### src/rtl/multi_rate_divider.sv
// Bank of independent programmable tick dividers. Each channel counts down a
// loaded period and emits a one-cycle tick, either periodically or once.
module multi_rate_divider #(
  parameter int WIDTH    = 28,
  parameter int CHANNELS = 4,
  parameter int CNT_W    = 8
) (
  input  logic                      clk,
  input  logic                      resetn,
  input  logic [CHANNELS-1:0]       enable,
  input  logic [CHANNELS-1:0]       mode,
  input  logic [CHANNELS-1:0]       load,
  input  logic [CHANNELS*WIDTH-1:0] rate_in,
  output logic [CHANNELS-1:0]       q,
  output logic [CHANNELS-1:0]       busy,
  output logic [CHANNELS*CNT_W-1:0] tick_count
);

  typedef enum logic [1:0] {
    IDLE = 2'd0,
    RUN  = 2'd1,
    DONE = 2'd2
  } state_t;

  for (genvar i = 0; i < CHANNELS; i++) begin : g_ch
    state_t           state, state_next;
    logic [WIDTH-1:0] period_reg, count, count_next, rate;
    logic [CNT_W-1:0] ticks, ticks_next;
    logic             mode_lat, mode_next;
    logic             tick;

    assign rate = rate_in[i*WIDTH +: WIDTH];
    assign tick = (state == RUN) && enable[i] && (count == '0);

    assign q[i]                         = tick;
    assign busy[i]                      = (state == RUN);
    assign tick_count[i*CNT_W +: CNT_W] = ticks;

    // Reset also samples rate_in so a channel powers up with a usable period.
    always_ff @(posedge clk) begin
      if (!resetn) begin
        state      <= IDLE;
        count      <= '0;
        ticks      <= '0;
        mode_lat   <= 1'b0;
        period_reg <= rate;
      end else begin
        state    <= state_next;
        count    <= count_next;
        ticks    <= ticks_next;
        mode_lat <= mode_next;
        if (load[i])
          period_reg <= rate;
      end
    end

    // A load landing on a periodic reload feeds the new rate straight into count.
    always_comb begin
      state_next = state;
      count_next = count;
      ticks_next = ticks;
      mode_next  = mode_lat;
      unique case (state)
        IDLE: begin
          if (enable[i]) begin
            count_next = period_reg;
            mode_next  = mode[i];
            ticks_next = '0;
            state_next = RUN;
          end
        end
        RUN: begin
          if (tick) begin
            ticks_next = ticks + CNT_W'(1);
            if (mode_lat)
              state_next = DONE;
            else
              count_next = load[i] ? rate : period_reg;
          end else if (enable[i]) begin
            count_next = count - WIDTH'(1);
          end
        end
        DONE: begin
          if (!enable[i])
            state_next = IDLE;
        end
        default: state_next = IDLE;
      endcase
    end
  end

endmodule
### config.mk
export PLATFORM = sky130hd
export DESIGN_NAME = multi_rate_divider
export DESIGN_NICKNAME = d
export VERILOG_FILES = /design/src/rtl/multi_rate_divider.sv
export SDC_FILE = /design/constraint.sdc
export NUM_CORES = 1
export LEC_CHECK = 0
export CORE_MARGIN = 4
export CORE_UTILIZATION = 30
export DETAILED_ROUTE_END_ITERATION = 12
export SETUP_SLACK_MARGIN = 0.3
export SLEW_MARGIN = 30
export SYNTH_ARGS = -nofsm -noshare
export SYNTH_HDL_FRONTEND = slang
export SYNTH_SLANG_ARGS = --single-unit
export TNS_END_PERCENT = 5
### constraint.sdc
create_clock -name clk -period 2.5 [get_ports clk]
set_input_delay 0.5 -clock clk [delete_from_list [all_inputs] [get_ports clk]]
set_output_delay 0.5 -clock clk [all_outputs]
set_load 0.02 [all_outputs]
==> flow_summary.rst <==
.. list-table::
   :header-rows: 1

   * - Metric
     - Value
   * - Run status
     - complete, but fails checks
   * - Failing checks
     - setup timing
   * - Capture endpoint of the worst hold path
     - g_ch[0].count[2]$_SDFFE_PN0P_
   * - CP Launch Type
     - flop
   * - Post-route non-filler standard cell count
     - 2,624
   * - Total of max-cap violations
     - 0
   * - Number of max-slew violations in the final report
     - 0
   * - Worst-path clk slew
     - 60 ps
   * - Site row count
     - 79
   * - Highest clock rate
     - 353.1 MHz
   * - Die Wd
     - 226.5 um
   * - HP Start
     - g_ch[0].period_reg[2]$_DFF_P_
   * - Number of top-level pins
     - 166
   * - Worst reg2reg setup slack
     - -130 ps
   * - Leakage component of the power
     - 7.881 nW
   * - Synthesis-stage register bit count
     - 268
   * - Worst reg-to-reg path cell count
     - 7
   * - Top area cells in the synthesized netlist
     - sky130_fd_sc_hd__dfxtp_1, sky130_fd_sc_hd__mux2_2, sky130_fd_sc_hd__a21oi_1, sky130_fd_sc_hd__o21ai_0, sky130_fd_sc_hd__xor2_1
   * - Number of DRC violations after detailed-routing iteration 0
     - ~790
   * - Detailed-route wire length
     - about 46,000 um
   * - Avg Cell Area, Syn
     - around 8.6 um^2
   * - TritonCTS clock tree
     - yes
   * - Drt pass-1 iters
     - 5
   * - Final critical path time including I/O delays and setup
     - between 2000 and 3000 ps
   * - Slew headroom
     - 0.5257
   * - H-Tree Level Count
     - 2
   * - Synthesized instance count
     - about 1,700
   * - Hold Fails Final Rpt
     - 0
   * - Yosys top cell area share
     - 0.3747
   * - Number of port buffers
     - approximately 170
   * - Layout cells sized above 1
     - 0.2877
   * - Core outline area
     - 46,850 um^2
   * - Initial standard-cell utilization of the core
     - 0.3056
   * - Residual antenna-violating net count after detailed routing
     - 0
   * - Grt ovf
     - 0
   * - Critical Path RT
     - 2000 ps
   * - Slew @ Worst Pin
     - 711.5 ps
   * - Share of the clock period used by the worst path after layout
     - 1.133
   * - Final layout net count
     - 2,130
   * - Worst hold path type
     - reg2reg
   * - Worst-case setup margin in the final layout
     - -332.2 ps
   * - Mean number of vias per cell
     - 5.341
   * - Dominant cell type by area after synthesis
     - sky130_fd_sc_hd__dfxtp_1
   * - Average wire per standard cell
     - 17.55 um
   * - Biggest fanout along the worst timing path
     - 2
   * - Placed Cells incl. Taps
     - around 2,600
   * - Reg-to-Reg Start
     - g_ch[2].count[13]$_SDFFE_PN0P_
   * - Share of synthesized area occupied by flip-flops and latches
     - 0.3747
   * - Cell variety after synth
     - 74
   * - CP Class
     - reg2out
   * - DR DRC count
     - 0
   * - Post-Synthesis Cell Area
     - approximately 14,000 um^2
   * - Warnings, synthesis
     - 0
   * - Critical path endpoint category
     - primary output
   * - Total Power Consumption
     - ~0.013 W
   * - Largest net degree at the start of global routing
     - 42
   * - Number of global-route vias before repair
     - 13,620
   * - Most instantiated flip-flop cell in the synthesis netlist
     - sky130_fd_sc_hd__dfxtp_1
   * - Maximum root-to-sink buffer count
     - 3
   * - Proportion of register bits with asynchronous set or reset after synthesis
     - 0
   * - Die Height
     - 226.5 um
   * - Antenna violations before repair
     - 3
   * - Count of final setup violators
     - 21
   * - Largest clock skew in the final design
     - 10.38 ps
   * - Signal arrival time at the worst endpoint
     - approximately 2300 ps
   * - Clock tree root driver cell
     - sky130_fd_sc_hd__clkbuf_16
   * - Hold WS
     - 459.3 ps
   * - Overall track demand over capacity in global routing
     - 0.1714
   * - Commonest non-fill, non-tap cells in the layout
     - sky130_fd_sc_hd__dfxtp_1, sky130_fd_sc_hd__buf_4, sky130_fd_sc_hd__clkdlybuf4s50_1, sky130_fd_sc_hd__a21oi_1, sky130_fd_sc_hd__mux2_2
   * - Peak supply drop
     - 0.4306 mV
   * - Synthesized netlist net count
     - 1,798
   * - Most common cell after layout, fill and taps aside
     - sky130_fd_sc_hd__dfxtp_1
   * - Worst-Skew Late Latency
     - 530 ps
   * - Critical register-to-register path endpoint
     - g_ch[2].count[7]$_SDFFE_PN0P_
   * - Number of cells traversed by the worst hold path
     - 2
   * - Power density over the cells
     - 620.3 nW/um^2
   * - Number of buffers added to fix hold violations after cts
     - 0
   * - Count of flip-flops with a built-in enable after synthesis
     - 0
   * - Layout overhead on the synthesized area
     - 40.75%
   * - Final estimated routing congestion in global placement
     - 0.8773
   * - Num CTS Buffers
     - 35
   * - Total vias in the final route
     - 14,020
   * - Global-route wire length before repair
     - 72,480 um
   * - HPWL Detailed
     - 32,420 um
   * - Unrepaired setup endpoints after global routing
     - yes
   * - Die Area
     - 51,290 um^2
   * - CTS Sinks
     - 268
   * - Startpoint of the worst setup timing path
     - g_ch[2].count[13]$_SDFFE_PN0P_
[stage by stage]
step / instance area [um^2] / setup WS (ps) / setup TNS [ps] / util
5_1_grt: 20160 / -393.9 / -3904 / 0.4302
6_report: 20160 / -332.2 / -1521 / 0.4302
3_5_place_dp: 18250 / -377.8 / -25490 / 0.3896
4_1_cts: 19550 / -386.3 / -2025 / 0.4172
2_1_floorplan: 14450 / 94.00 / 0 / -
3_3_place_gp: 18250 / -334.6 / -21470 / 0.3896
[cell families after synthesis]
kind of cell,count (synthesis),synth area share
adders and majority gates,12,0.01048
muxes,164,0.1244
xor gates and xnor gates,86,0.05260
DFF,268,0.3747
AOI/OAI and AO/OA,496,0.2106
buffers and inverters,134,0.04028
and+or+nand+nor,500,0.1870
[worst max-delay path, cell delays in order, from the launching register on]
cell and delay, ps:
sky130_fd_sc_hd__dfxtp_2 310, sky130_fd_sc_hd__or4_4 540, sky130_fd_sc_hd__or4_4 580, sky130_fd_sc_hd__nor3_4 220
sky130_fd_sc_hd__buf_6 160
[power breakdown]
part	switching [W]	leakage, nW	internal (W)
clock	0.00194	0.553	0.00301
combinational	0.00134	5.10	0.00134
sequential	0.000264	2.23	0.00460
total	0.00355	7.88	0.00896
[routing by layer]
| layer | track usage | wire length (um) |
|---|---|---|
| met1 | 0.2256 | 21020 |
| met2 | 0.2889 | 21940 |
| met3 | 0.02822 | 2106 |
| met4 | 0.05302 | 979 |
| met5 | 0 | 0 |
[synthesized netlist by cell type, types with 10 or more instances]
cell	number
sky130_fd_sc_hd__dfxtp_1	268
sky130_fd_sc_hd__a21oi_1	174
sky130_fd_sc_hd__o21ai_0	131
sky130_fd_sc_hd__mux2_2	112
sky130_fd_sc_hd__nor2_1	109
sky130_fd_sc_hd__nand2_1	95
sky130_fd_sc_hd__clkbuf_1	80
sky130_fd_sc_hd__xor2_1	66
sky130_fd_sc_hd__mux2i_1	52
sky130_fd_sc_hd__nor3_1	52
sky130_fd_sc_hd__nand3_1	49
sky130_fd_sc_hd__nor4_1	40
sky130_fd_sc_hd__o211ai_1	26
sky130_fd_sc_hd__nand4_1	21
sky130_fd_sc_hd__o31ai_1	21
sky130_fd_sc_hd__xnor2_1	20
sky130_fd_sc_hd__or4_1	19
sky130_fd_sc_hd__nand2b_1	18
sky130_fd_sc_hd__inv_1	17
sky130_fd_sc_hd__or3_1	17
sky130_fd_sc_hd__a221oi_1	16
sky130_fd_sc_hd__o22ai_1	16
sky130_fd_sc_hd__a31oi_1	15
sky130_fd_sc_hd__and3_1	14
sky130_fd_sc_hd__buf_2	14
sky130_fd_sc_hd__ha_1	12
sky130_fd_sc_hd__nand3b_1	12
sky130_fd_sc_hd__buf_4	11
sky130_fd_sc_hd__o21ai_1	11
sky130_fd_sc_hd__a211oi_1	10
[how the worst max path moves through the flow]
stage	to	slack, ps	cells after the start
2_1_floorplan	q[3]	90	8
3_3_place_gp	q[0]	-330	7
3_5_place_dp	g_ch[3].count[14]$_SDFFE_PN0P_	-380	10
4_1_cts	q[2]	-390	4
5_1_grt	q[1]	-390	5
6_report	q[2]	-330	4
[timing repair]
action / 4_1_cts / 5_1_grt
resized for setup: 70 / 150
setup buffers: 2 / 2
endpoints found under the setup margin: 147 / 154
pin swaps: 34 / 85
[layout make-up]
| type | count | area, um^2 |
|---|---|---|
| fillers | 4576 | 26700 |
| multi-input cells | 1258 | 9082 |
| flip-flops and latches | 268 | 5381 |
| repair buffers | 407 | 3720 |
| clock buffers | 55 | 1064 |
| well taps | 607 | 759.5 |
| inverters | 22 | 87.58 |
| clock inverters | 6 | 58.81 |
| diodes | 1 | 2.502 |
(Power assumes the default switching activity.)
